### config.mk
export PLATFORM = sky130hd
export DESIGN_NAME = lsnn_array_flat
export DESIGN_NICKNAME = d
export VERILOG_FILES = /design/src/rtl/lsnn_pkg.sv /design/src/rtl/lsnn_array_if.sv /design/src/rtl/lsnn_neuron_update.sv /design/src/rtl/lsnn_array.sv /design/src/flat_wrapper.sv
export SDC_FILE = /design/constraint.sdc
export NUM_CORES = 1
export LEC_CHECK = 0
export ABC_CLOCK_PERIOD_IN_PS = 9600
export BUFFER_PORTS_ARGS = -buffer_cell sky130_fd_sc_hd__buf_2
export CAP_MARGIN = 30
export CORE_MARGIN = 4
export CORE_UTILIZATION = 40
export CTS_CLUSTER_SIZE = 12
export DETAILED_ROUTE_END_ITERATION = 8
export GPL_ROUTABILITY_DRIVEN = 1
export GPL_TIMING_DRIVEN = 0
export PLACE_DENSITY = 0.65
export REMOVE_ABC_BUFFERS = 1
export SLEW_MARGIN = 25
export SYNTH_ARGS = -nofsm -noshare
export SYNTH_HDL_FRONTEND = slang
export SYNTH_SLANG_ARGS = --single-unit
export TNS_END_PERCENT = 1
### constraint.sdc
create_clock -name clk -period 9.6 [get_ports clk]
set_input_delay 0 -clock clk [delete_from_list [all_inputs] [get_ports clk]]
set_output_delay 0 -clock clk [all_outputs]
set_load 0.01 [all_outputs]
### src/rtl/lsnn_pkg.sv
// Shared constants and helpers for the LSNN neuron array: default parameters,
// index/refractory width derivation and a width-generic saturating add.
package lsnn_pkg;

  localparam int unsigned DEF_N_NEURONS         = 4;
  localparam int unsigned DEF_W                 = 8;
  localparam int unsigned DEF_LEAK_SHIFT        = 1;
  localparam int unsigned DEF_B0                = 8;
  localparam int unsigned DEF_A_INIT            = 8;
  localparam int unsigned DEF_ALPHA_INC         = 2;
  localparam int unsigned DEF_ADAPT_DECAY_SHIFT = 2;
  localparam int unsigned DEF_REFRACT           = 2;

  function automatic int unsigned idx_width(input int unsigned n);
    return (n <= 1) ? 1 : $clog2(n);
  endfunction

  function automatic int unsigned ref_width(input int unsigned r);
    return (r == 0) ? 1 : $clog2(r + 1);
  endfunction

  // Unsigned add clamped at 2^w-1; callers truncate the result to w bits.
  function automatic logic [31:0] sat_add(input logic [31:0] a, input logic [31:0] b,
                                          input int unsigned w);
    logic [32:0] sum;
    logic [32:0] max;
    sum = {1'b0, a} + {1'b0, b};
    max = (33'd1 << w) - 33'd1;
    return 32'((sum > max) ? max : sum);
  endfunction

endpackage

### src/rtl/lsnn_array_if.sv
// Stream interface of the LSNN array: current beats in, per-neuron spike
// results out, plus the per-step spike vector.
interface lsnn_array_if
  import lsnn_pkg::*;
#(
  parameter int unsigned N_NEURONS = DEF_N_NEURONS,
  parameter int unsigned W         = DEF_W,
  parameter int unsigned IDXW      = idx_width(N_NEURONS)
);
  logic                 in_valid;
  logic                 in_ready;
  logic [W-1:0]         in_current;
  logic                 out_valid;
  logic                 out_ready;
  logic                 out_spike;
  logic [IDXW-1:0]      out_idx;
  logic                 out_last;
  logic [W-1:0]         out_thr;
  logic [N_NEURONS-1:0] spike_vec;
  logic                 spike_vec_valid;

  modport master (
    output in_valid, in_current, out_ready,
    input  in_ready, out_valid, out_spike, out_idx, out_last, out_thr,
           spike_vec, spike_vec_valid
  );

  modport slave (
    input  in_valid, in_current, out_ready,
    output in_ready, out_valid, out_spike, out_idx, out_last, out_thr,
           spike_vec, spike_vec_valid
  );
endinterface

### src/rtl/lsnn_neuron_update.sv
// Combinational single-neuron LSNN step: leak, integrate, adaptive threshold,
// refractory handling. Shared by all neurons of the array through an index mux.
module lsnn_neuron_update
  import lsnn_pkg::*;
#(
  parameter int unsigned W                 = DEF_W,
  parameter int unsigned LEAK_SHIFT        = DEF_LEAK_SHIFT,
  parameter int unsigned B0                = DEF_B0,
  parameter int unsigned ALPHA_INC         = DEF_ALPHA_INC,
  parameter int unsigned ADAPT_DECAY_SHIFT = DEF_ADAPT_DECAY_SHIFT,
  parameter int unsigned REFRACT           = DEF_REFRACT,
  parameter int unsigned RW                = ref_width(REFRACT)
) (
  input  logic [W-1:0]  x,
  input  logic [W-1:0]  v,
  input  logic [W-1:0]  a,
  input  logic [RW-1:0] ref_cnt,
  output logic [W-1:0]  v_next,
  output logic [W-1:0]  a_next,
  output logic [RW-1:0] ref_next,
  output logic          spike,
  output logic [W-1:0]  thr
);
  logic [W-1:0] v_dec;
  logic [W-1:0] a_dec;
  logic [W-1:0] v_int;

  always_comb begin
    v_dec    = v - (v >> LEAK_SHIFT);
    a_dec    = a - (a >> ADAPT_DECAY_SHIFT);
    thr      = W'(sat_add(32'(B0), 32'(a), W));
    v_int    = W'(sat_add(32'(x), 32'(v_dec), W));
    spike    = 1'b0;
    v_next   = v_dec;
    a_next   = a_dec;
    ref_next = ref_cnt;
    if (ref_cnt != '0) begin
      ref_next = ref_cnt - RW'(1);
    end else if (v_int >= thr) begin
      spike    = 1'b1;
      v_next   = '0;
      ref_next = RW'(REFRACT);
      a_next   = W'(sat_add(32'(a), 32'(ALPHA_INC), W));
    end else begin
      v_next   = v_int;
    end
  end
endmodule

### src/rtl/lsnn_array.sv
// Time-multiplexed array of adaptive-threshold LIF neurons: one neuron updated
// per accepted beat, one registered result per beat, spike vector per step.
module lsnn_array
  import lsnn_pkg::*;
#(
  parameter int unsigned N_NEURONS         = DEF_N_NEURONS,
  parameter int unsigned W                 = DEF_W,
  parameter int unsigned LEAK_SHIFT        = DEF_LEAK_SHIFT,
  parameter int unsigned B0                = DEF_B0,
  parameter int unsigned A_INIT            = DEF_A_INIT,
  parameter int unsigned ALPHA_INC         = DEF_ALPHA_INC,
  parameter int unsigned ADAPT_DECAY_SHIFT = DEF_ADAPT_DECAY_SHIFT,
  parameter int unsigned REFRACT           = DEF_REFRACT
) (
  input logic         clk,
  input logic         rst_n,
  input logic         clear,
  lsnn_array_if.slave bus
);
  localparam int unsigned IDXW = idx_width(N_NEURONS);
  localparam int unsigned RW   = ref_width(REFRACT);

  logic [W-1:0]         v_mem [N_NEURONS];
  logic [W-1:0]         a_mem [N_NEURONS];
  logic [RW-1:0]        r_mem [N_NEURONS];
  logic [IDXW-1:0]      idx;
  logic [N_NEURONS-1:0] shadow;
  logic [N_NEURONS-1:0] step_vec;

  logic                 out_valid_q, out_spike_q, out_last_q;
  logic [IDXW-1:0]      out_idx_q;
  logic [W-1:0]         out_thr_q;
  logic [N_NEURONS-1:0] spike_vec_q;
  logic                 spike_vec_valid_q;

  logic [W-1:0]  nu_v_next, nu_a_next, nu_thr;
  logic [RW-1:0] nu_ref_next;
  logic          nu_spike;
  logic          in_ready, accept, is_last;

  lsnn_neuron_update #(
    .W                 (W),
    .LEAK_SHIFT        (LEAK_SHIFT),
    .B0                (B0),
    .ALPHA_INC         (ALPHA_INC),
    .ADAPT_DECAY_SHIFT (ADAPT_DECAY_SHIFT),
    .REFRACT           (REFRACT),
    .RW                (RW)
  ) u_update (
    .x        (bus.in_current),
    .v        (v_mem[idx]),
    .a        (a_mem[idx]),
    .ref_cnt  (r_mem[idx]),
    .v_next   (nu_v_next),
    .a_next   (nu_a_next),
    .ref_next (nu_ref_next),
    .spike    (nu_spike),
    .thr      (nu_thr)
  );

  assign in_ready = !clear && (!out_valid_q || bus.out_ready);
  assign accept   = bus.in_valid && in_ready;
  assign is_last  = (idx == IDXW'(N_NEURONS - 1));

  // Step vector including the neuron being updated, so the last bit lands in
  // spike_vec on the same edge that completes the step.
  always_comb begin
    step_vec      = shadow;
    step_vec[idx] = nu_spike;
  end

  always_ff @(posedge clk or negedge rst_n) begin
    if (!rst_n) begin
      for (int unsigned k = 0; k < N_NEURONS; k++) begin
        v_mem[k] <= '0;
        a_mem[k] <= W'(A_INIT);
        r_mem[k] <= '0;
      end
      idx               <= '0;
      shadow            <= '0;
      spike_vec_q       <= '0;
      spike_vec_valid_q <= 1'b0;
      out_valid_q       <= 1'b0;
      out_spike_q       <= 1'b0;
      out_idx_q         <= '0;
      out_last_q        <= 1'b0;
      out_thr_q         <= '0;
    end else if (clear) begin
      for (int unsigned k = 0; k < N_NEURONS; k++) begin
        v_mem[k] <= '0;
        a_mem[k] <= W'(A_INIT);
        r_mem[k] <= '0;
      end
      idx               <= '0;
      shadow            <= '0;
      spike_vec_valid_q <= 1'b0;
      out_valid_q       <= 1'b0;
    end else begin
      spike_vec_valid_q <= 1'b0;
      if (accept) begin
        v_mem[idx]  <= nu_v_next;
        a_mem[idx]  <= nu_a_next;
        r_mem[idx]  <= nu_ref_next;
        out_valid_q <= 1'b1;
        out_spike_q <= nu_spike;
        out_idx_q   <= idx;
        out_last_q  <= is_last;
        out_thr_q   <= nu_thr;
        if (is_last) begin
          spike_vec_q       <= step_vec;
          spike_vec_valid_q <= 1'b1;
          shadow            <= '0;
          idx               <= '0;
        end else begin
          shadow <= step_vec;
          idx    <= idx + IDXW'(1);
        end
      end else if (bus.out_ready) begin
        out_valid_q <= 1'b0;
      end
    end
  end

  assign bus.in_ready        = in_ready;
  assign bus.out_valid       = out_valid_q;
  assign bus.out_spike       = out_spike_q;
  assign bus.out_idx         = out_idx_q;
  assign bus.out_last        = out_last_q;
  assign bus.out_thr         = out_thr_q;
  assign bus.spike_vec       = spike_vec_q;
  assign bus.spike_vec_valid = spike_vec_valid_q;
endmodule
### src/flat_wrapper.sv
// flat-port wrapper written by rule: the top's interface ports become plain ports
module lsnn_array_flat import lsnn_pkg::*;
#(
  parameter int unsigned N_NEURONS         = DEF_N_NEURONS,
  parameter int unsigned W                 = DEF_W,
  parameter int unsigned LEAK_SHIFT        = DEF_LEAK_SHIFT,
  parameter int unsigned B0                = DEF_B0,
  parameter int unsigned A_INIT            = DEF_A_INIT,
  parameter int unsigned ALPHA_INC         = DEF_ALPHA_INC,
  parameter int unsigned ADAPT_DECAY_SHIFT = DEF_ADAPT_DECAY_SHIFT,
  parameter int unsigned REFRACT           = DEF_REFRACT
)
  (clk, rst_n, clear, bus_in_valid, bus_in_current, bus_out_ready, bus_in_ready, bus_out_valid, bus_out_spike, bus_out_idx, bus_out_last, bus_out_thr, bus_spike_vec, bus_spike_vec_valid);
  lsnn_array_if #(.N_NEURONS(N_NEURONS), .W(W)) bus_i ();
  input logic clk;
  input logic rst_n;
  input logic clear;
  input wire logic [$bits(bus_i.in_valid)-1:0] bus_in_valid;
  input wire logic [$bits(bus_i.in_current)-1:0] bus_in_current;
  input wire logic [$bits(bus_i.out_ready)-1:0] bus_out_ready;
  output wire logic [$bits(bus_i.in_ready)-1:0] bus_in_ready;
  output wire logic [$bits(bus_i.out_valid)-1:0] bus_out_valid;
  output wire logic [$bits(bus_i.out_spike)-1:0] bus_out_spike;
  output wire logic [$bits(bus_i.out_idx)-1:0] bus_out_idx;
  output wire logic [$bits(bus_i.out_last)-1:0] bus_out_last;
  output wire logic [$bits(bus_i.out_thr)-1:0] bus_out_thr;
  output wire logic [$bits(bus_i.spike_vec)-1:0] bus_spike_vec;
  output wire logic [$bits(bus_i.spike_vec_valid)-1:0] bus_spike_vec_valid;
  assign bus_i.in_valid = bus_in_valid;
  assign bus_i.in_current = bus_in_current;
  assign bus_i.out_ready = bus_out_ready;
  assign bus_in_ready = bus_i.in_ready;
  assign bus_out_valid = bus_i.out_valid;
  assign bus_out_spike = bus_i.out_spike;
  assign bus_out_idx = bus_i.out_idx;
  assign bus_out_last = bus_i.out_last;
  assign bus_out_thr = bus_i.out_thr;
  assign bus_spike_vec = bus_i.spike_vec;
  assign bus_spike_vec_valid = bus_i.spike_vec_valid;
  lsnn_array #(.N_NEURONS(N_NEURONS), .W(W), .LEAK_SHIFT(LEAK_SHIFT), .B0(B0), .A_INIT(A_INIT), .ALPHA_INC(ALPHA_INC), .ADAPT_DECAY_SHIFT(ADAPT_DECAY_SHIFT), .REFRACT(REFRACT)) u_core (.clk(clk), .rst_n(rst_n), .clear(clear), .bus(bus_i));
endmodule
Yosys cells after proc, flatten, opt, wreduce, memory -nomap -nowiden
Cells that the tools add are included.
W data, S select, Z words.
{"block": "op_classes", "n_addsub": 7, "n_lt_le_gt_ge": 8, "n_eq_ne": 1, "mux": 48, "n_bitwise": 2, "reduce_logical": 12}
{"op": "$mux W32", "count": 4}
{"op": "$mux W8", "count": 14}
{"op": "$bwmux W32", "count": 2}
{"op": "$bmux W8 S2", "count": 2}
{"op": "$gt A9 B8 Y1 const B", "count": 3}
{"op": "$demux W8 S2", "count": 1}
{"op": "$mux W2", "count": 8}
{"op": "$mux W4", "count": 3}
{"op": "$add A4 B8 Y9 const A", "count": 1}
{"op": "$add A8 B2 Y9 const B", "count": 1}
{"op": "$add A8 B8 Y9", "count": 1}
{"op": "$mux W1", "count": 9}
{"op": "$bwmux W8", "count": 1}
{"op": "$ge A8 B8 Y1", "count": 1}
{"op": "$sub A8 B6 Y8", "count": 1}
{"op": "$sub A8 B7 Y8", "count": 1}
{"op": "$bmux W2 S2", "count": 1}
{"op": "$bwmux W4", "count": 1}
{"op": "$demux W2 S2", "count": 1}
{"op": "$logic_and A1 B1 Y1", "count": 4}
{"op": "$reduce_bool A2 Y1", "count": 2}
{"op": "$ge A3 B3 Y1 const B", "count": 1}
{"op": "$lt A2 B3 Y1 const B", "count": 1}
{"op": "$lt A3 B1 Y1 const B", "count": 1}
{"op": "other kinds (12)", "count": 13}
{"block": "totals", "ff_bits": 96, "out_inout_bits": 19, "wordCells": 99}

Depth between registers and ports, before layout
{"block": "depth", "depth_word": 15, "mapped_depth": 25, "ltp_nobuf": 22}

By module
A second synthesis with hierarchy kept.
{"block": "hier_totals", "hier_cells": 608, "hier_area_um2": 6188.4}
{"module": "lsnn_array", "instances": 1, "cells_per_inst": 360, "area_each_um2": 4431.8, "seq_area_each_um2": 2382.3}
{"module": "lsnn_neuron_update", "instances": 1, "cells_per_inst": 248, "area_each_um2": 1756.7, "seq_area_each_um2": 0.0}

Worst setup path after synthesis
Ideal clock, no wire load.
{"block": "synth_timing", "path_type": "flip-flop to flip-flop", "start": "reg u_core.idx[0]", "end": "reg u_core.a_mem[2] (netlist bit)", "setup_time_ns": 0.121, "arrival_ns": 6.008, "required_ns": 9.479, "setup_slack_ns": 3.471, "path_stages_with_launch": 25, "n_path_buf": 2, "synth_period_minus_slack_ns": 6.129, "path_cell_list": "dfrtp_1 -> buf_6 -> buf_1 -> mux4_2 -> inv_1 -> ha_1 -> inv_1 -> fa_1 -> a21o_1 -> a21oi_1 -> xnor2_1 -> inv_1 -> ha_1 -> o21ai_0 -> a21boi_0 -> o211a_1 -> nor3_1 -> inv_1 -> ha_1 -> a211oi_1 -> o21ai_0 -> a221oi_1 -> nor2_2 -> o32a_4 -> a22o_1"}
{"block": "synth_between", "elab_chain_cells": 14}
{"element": "from (decl)", "line": "lsnn_array.sv:26", "source": "logic [IDXW-1:0] idx;"}
{"element": "from (signal assigned)", "line": "lsnn_array.sv:116", "source": "idx <= idx + IDXW'(1);"}
{"element": "$not A2 Y3 (not written as such) (*)"}
{"element": "$bmux W8 S2", "line": "lsnn_array.sv:51", "source": ".v (v_mem[idx]),"}
{"element": "$mux W8 (not written as such) (2 in a row)", "line": "lsnn_array.sv:51"}
{"element": "$sub A8 B7 Y8", "line": "lsnn_neuron_update.sv:29", "source": "v_dec = v - (v >> LEAK_SHIFT);"}
{"element": "$add A8 B8 Y9", "line": "lsnn_pkg.sv:27", "source": "sum = {1'b0, a} + {1'b0, b};"}
{"element": "$gt A9 B8 Y1", "line": "lsnn_pkg.sv:29", "source": "return 32'((sum > max) ? max : sum);"}
{"element": "$mux W8", "line": "lsnn_pkg.sv:29"}
{"element": "$ge A8 B8 Y1", "line": "lsnn_neuron_update.sv:39", "source": "end else if (v_int >= thr) begin"}
{"element": "$mux W8", "line": "lsnn_neuron_update.sv:39"}
{"element": "$mux W8", "line": "lsnn_neuron_update.sv:37", "source": "if (ref_cnt != '0) begin"}
{"element": "$bwmux W32 (*)", "line": "lsnn_array.sv:102", "source": "a_mem[idx] <= nu_a_next;"}
{"element": "$mux W32 (*)", "line": "lsnn_array.sv:100", "source": "if (accept) begin"}
{"element": "$mux W32 (*)", "line": "lsnn_array.sv:88", "source": "end else if (clear) begin"}
{"element": "to (signal, indexed assignment)", "line": "lsnn_array.sv:76", "source": "a_mem[k] <= W'(A_INIT);"}
{"element": "to (signal, indexed assignment)", "line": "lsnn_array.sv:91", "source": "a_mem[k] <= W'(A_INIT);"}
{"element": "to (signal, indexed assignment)", "line": "lsnn_array.sv:102"}
{"element": "to (decl)", "line": "lsnn_array.sv:24", "source": "logic [W-1:0] a_mem [N_NEURONS];"}
Every way passes the cells marked *; elsewhere a longest branch is shown, timed or not. The select of a mux whose other input is x is not followed.
A chain may end at the register's enable or synchronous reset.

Worst setup path after layout
{"block": "layout_timing", "start": "reg u_core.idx[0]", "end": "reg u_core.a_mem[7] (netlist bit)"}
The elaborated chain is that of the path after synthesis.

==> flow_metrics.py <==
metrics = {
    "drt": {
        "routed_via_density": 5.94,
        "wl_met3_um": 864,
        "routed_wirelength_mm": 15.1,
        "top_layer_used": "met4",
        "firstDrtPassIters": 5,
        "met2_length_mm": 7.25,
        "post_drt_wl_per_cell_um": 18.7,
        "drc": 0,
        "wl_met1_mm": 6.72,
        "via_count": 4805,
        "ant_nets": 0,
        "first_iter_violations": 439,
    },
    "finish": {
        "seq_area_mm2": 0.00238,
        "area_growth_syn_to_layout_pct": 11.5,
        "final_cell_mix": "dfrtp_1, nand2_1, o21ai_0",
        "fin_nets": 678,
        "drive_gt1_share_pct": 12.4,
        "antenna_cells": 0,
        "final_common_cell": "dfrtp_1",
        "multi_input_area_mm2": 0.00318,
        "n_fill_cell": 1336,
    },
    "place": {
        "dp_hpwl_mm": 10.8,
        "portBuffers": 31,
        "gp_congestion": 0.845,
    },
    "global_routing": {
        "grt-ovfl-total": 0,
        "grt_pass1_wl_mm": 25.3,
        "grt_max_degree": 66,
        "grt_pass1_vias": 4904,
        "antenna_found_initial": 0,
        "globalRouteTotalUtil_pct": 19.1,
    },
    "timing": {
        "rsz0062_at_grt": "false",
        "fmax_ghz": 0.141,
        "slew_headroom_pct": 48.8,
        "hold_viol": 0,
        "timing.hold.ws_ns": 0.0187,
        "drv_slew": 0,
        "finalCritPeriodShare_pct": 73.9,
        "tightest_slew_ns": 0.767,
        "fin_setup_tns_ns": 0,
        "setup_viol": 0,
        "skew_ns": 0.00646,
        "layout_min_cycle_time_ns": 7.09,
    },
    "synthesis": {
        "synth_ff_type": "dfrtp_1",
        "synth_top_area_share_pct": 39.0,
        "synth-seq-cells": 95,
        "ys_warn_count": 0,
        "async_flop_share_pct": 100,
        "yosys.area_share.simple_pct": 14.6,
        "yosys.area_share.xor_xnor_pct": 2.85,
        "synth_seq_area_share_pct": 40.8,
        "synth-compound-area-share_pct": 19.9,
        "synth_top_family_by_area": "compound AO/OA/AOI/OAI gates",
        "synth_mux_area_share_pct": 7.86,
        "post_synth.cell_area_avg_um2": 9.71,
        "synthAdderAreaFrac_pct": 9.16,
        "synth_cell_types": 59,
        "synth_area_leaders": "dfrtp_1, ha_1, mux4_2, o21ai_0, nand2_1",
        "syn_inst": 602,
        "yosys.area.top_type": "dfrtp_1",
        "netlist_area_mm2": 0.00585,
        "synth_edf_count": 0,
    },
    "die": {
        "die_y_um": 129,
        "io_pins": 32,
        "initial_core_util_pct": 41.5,
        "coreArea_mm2": 0.0141,
        "core.rowCount": 43,
        "die_x_um": 129,
        "die-area_mm2": 0.0166,
    },
    "cts": {
        "cts_max_path_buffers": 2,
        "cts_buffers": 9,
        "worstSkewPairLatency_ns": 0.34,
        "cts_max_level": 3,
        "clock_sinks": 95,
        "path_clk_slew_ns": 0.07,
        "cts_tree": "yes",
        "clockRootBuffer": "clkbuf_16",
    },
    "worst_setup_path": {
        "required_ns": 9.86,
        "cpMaxStageDelayCell": "dfrtp_2",
        "max_stage_delay_ns": 0.63,
        "worstPathCellList": "buf_16 > mux4_2 > inv_1 > ha_1 > inv_1 > fa_1 > a21o_1 > a21oi_1 > xnor2_1 > inv_1 > ha_1 > o21ai_0 > a21boi_0 > o211a_1 > nor3_1 > ha_1 > nand2b_1 > a21oi_1 > o21ai_0 > a221oi_1 > buf_2 > nand2b_1 > o21ai_0 > a31oi_1",
        "worstPathMaxFanout": 13,
        "reg2reg_slack_ns": 2.51,
        "path_class": "register to register",
        "timing.rr.end": "u_core.a_mem[7]$_DFFE_PN0P_",
        "rr_worst_depth": 24,
        "r2r_start": "u_core.idx[0]$_DFFE_PN0P_",
        "worstPathArrival_ns": 7.35,
        "startpoint_type": "register",
        "endpoint_kind": "register",
    },
    "min_path": {
        "hold_start": "clear",
        "worstHoldPathType": "input port to register",
        "whs_endpoint": "u_core.bus.out_valid$_DFFE_PN0P_",
        "holdPathStages": 2,
    },
    "run_status": {
        "status": "finished clean",
    },
    "job": {
        "drv_cap": 0,
    },
}
## timing repair
action | in CTS | in global routing
hold buffers | 3 | 0
buffers inserted | 0 | 0
hold endpoints to repair | 96 | 0
gates resized for setup | 0 | 0
## through the flow
step	utilization, %	std cells	setup slack, ns	instance area [um2]
2_1_floorplan	-	573	3.53	5720
3_3_place_gp	43.3	784	1.80	6100
3_5_place_dp	43.9	789	2.63	6190
4_1_cts	46.1	808	2.59	6500
5_1_grt	46.3	809	1.93	6520
6_report	46.3	809	2.51	6520
## worst max path at each step
| stage | from | endpoint | slack [ns] | cells after the start |
|---|---|---|---|---|
| 3_3_place_gp | u_core.idx[0]$_DFFE_PN0P_ | u_core.a_mem[11]$_DFFE_PN1P_ | 1.80 | 21 |
| 4_1_cts | u_core.idx[0]$_DFFE_PN0P_ | u_core.a_mem[7]$_DFFE_PN0P_ | 2.59 | 24 |
| 6_report | u_core.idx[0]$_DFFE_PN0P_ | u_core.a_mem[7]$_DFFE_PN0P_ | 2.51 | 24 |
| 2_1_floorplan | u_core.idx[0]$_DFFE_PN0P_ | u_core.a_mem[2]$_DFFE_PN0P_ | 3.53 | 22 |
| 5_1_grt | u_core.idx[0]$_DFFE_PN0P_ | u_core.a_mem[23]$_DFFE_PN0P_ | 1.93 | 24 |
| 3_5_place_dp | u_core.idx[0]$_DFFE_PN0P_ | u_core.a_mem[11]$_DFFE_PN1P_ | 2.63 | 24 |
## Yosys cell counts, drive strengths merged, types with 5 or more instances
cell type  number
a21o           14
a21oi          21
a22o            8
a22oi          12
a31oi           6
and2            9
and3           20
buf             8
clkbuf         21
dfrtp          91
ha             38
inv            41
mux2i           5
mux4           18
nand2          64
nand3          26
nor2           29
nor2b           7
nor3            7
o21ai          68
o221ai         12
o31ai           5
xnor2          15
## sequential cells by signal (all words and copies together), names as in the netlist
register                    flops
u_core.a_mem                   32
u_core.bus.out_idx              2
u_core.r_mem                    8
u_core.bus.out_thr              8
u_core.shadow                   3
u_core.bus.out_last             1
u_core.idx                      2
u_core.bus.out_valid            1
u_core.bus.out_spike            1
u_core.bus.spike_vec            4
u_core.v_mem                   32
u_core.bus.spike_vec_valid      1
## cell families (layout without fill, tap and decap cells)
| logic type | after synthesis | after routing |
|---|---|---|
| compound gates | 177 | 177 |
| xor+xnor | 19 | 19 |
| fa+ha+maj | 41 | 41 |
| buf+inv | 70 | 97 |
| flops | 95 | 95 |
| mux | 23 | 23 |
| simple gates | 177 | 177 |
## critical path, delay by kind of cell, from the launching register on
family	cells	cell delay (ns)
buffers and inverters	5	0.78
AO/OA/AOI/OAI	10	2.49
multiplexers	1	0.50
XOR/XNOR	1	0.28
flip-flops	1	0.63
adder cells (fa/ha/maj)	4	1.20
AND/OR/NAND/NOR	3	1.11
## layer usage
| metal | GRT usage (%) | vias up |
|---|---|---|
| li1 | - | 2245 |
| met1 | 26.3 | 2372 |
| met2 | 30.2 | 167 |
| met3 | 4.36 | 21 |
| met4 | 5.68 | 0 |
| met5 | 0 | - |
## final cells by class
type	count	share of cell area [%]
clock buffer	12	3.63
clock inverter	4	0.729
inverter	41	2.36
multi-input combinational	437	48.8
sequential	95	36.6
tap	180	3.45
timing repair buffer	40	4.49
Power is not shown: default switching activity piles up to over one toggle a cycle in this logic, so the estimate is an artifact.
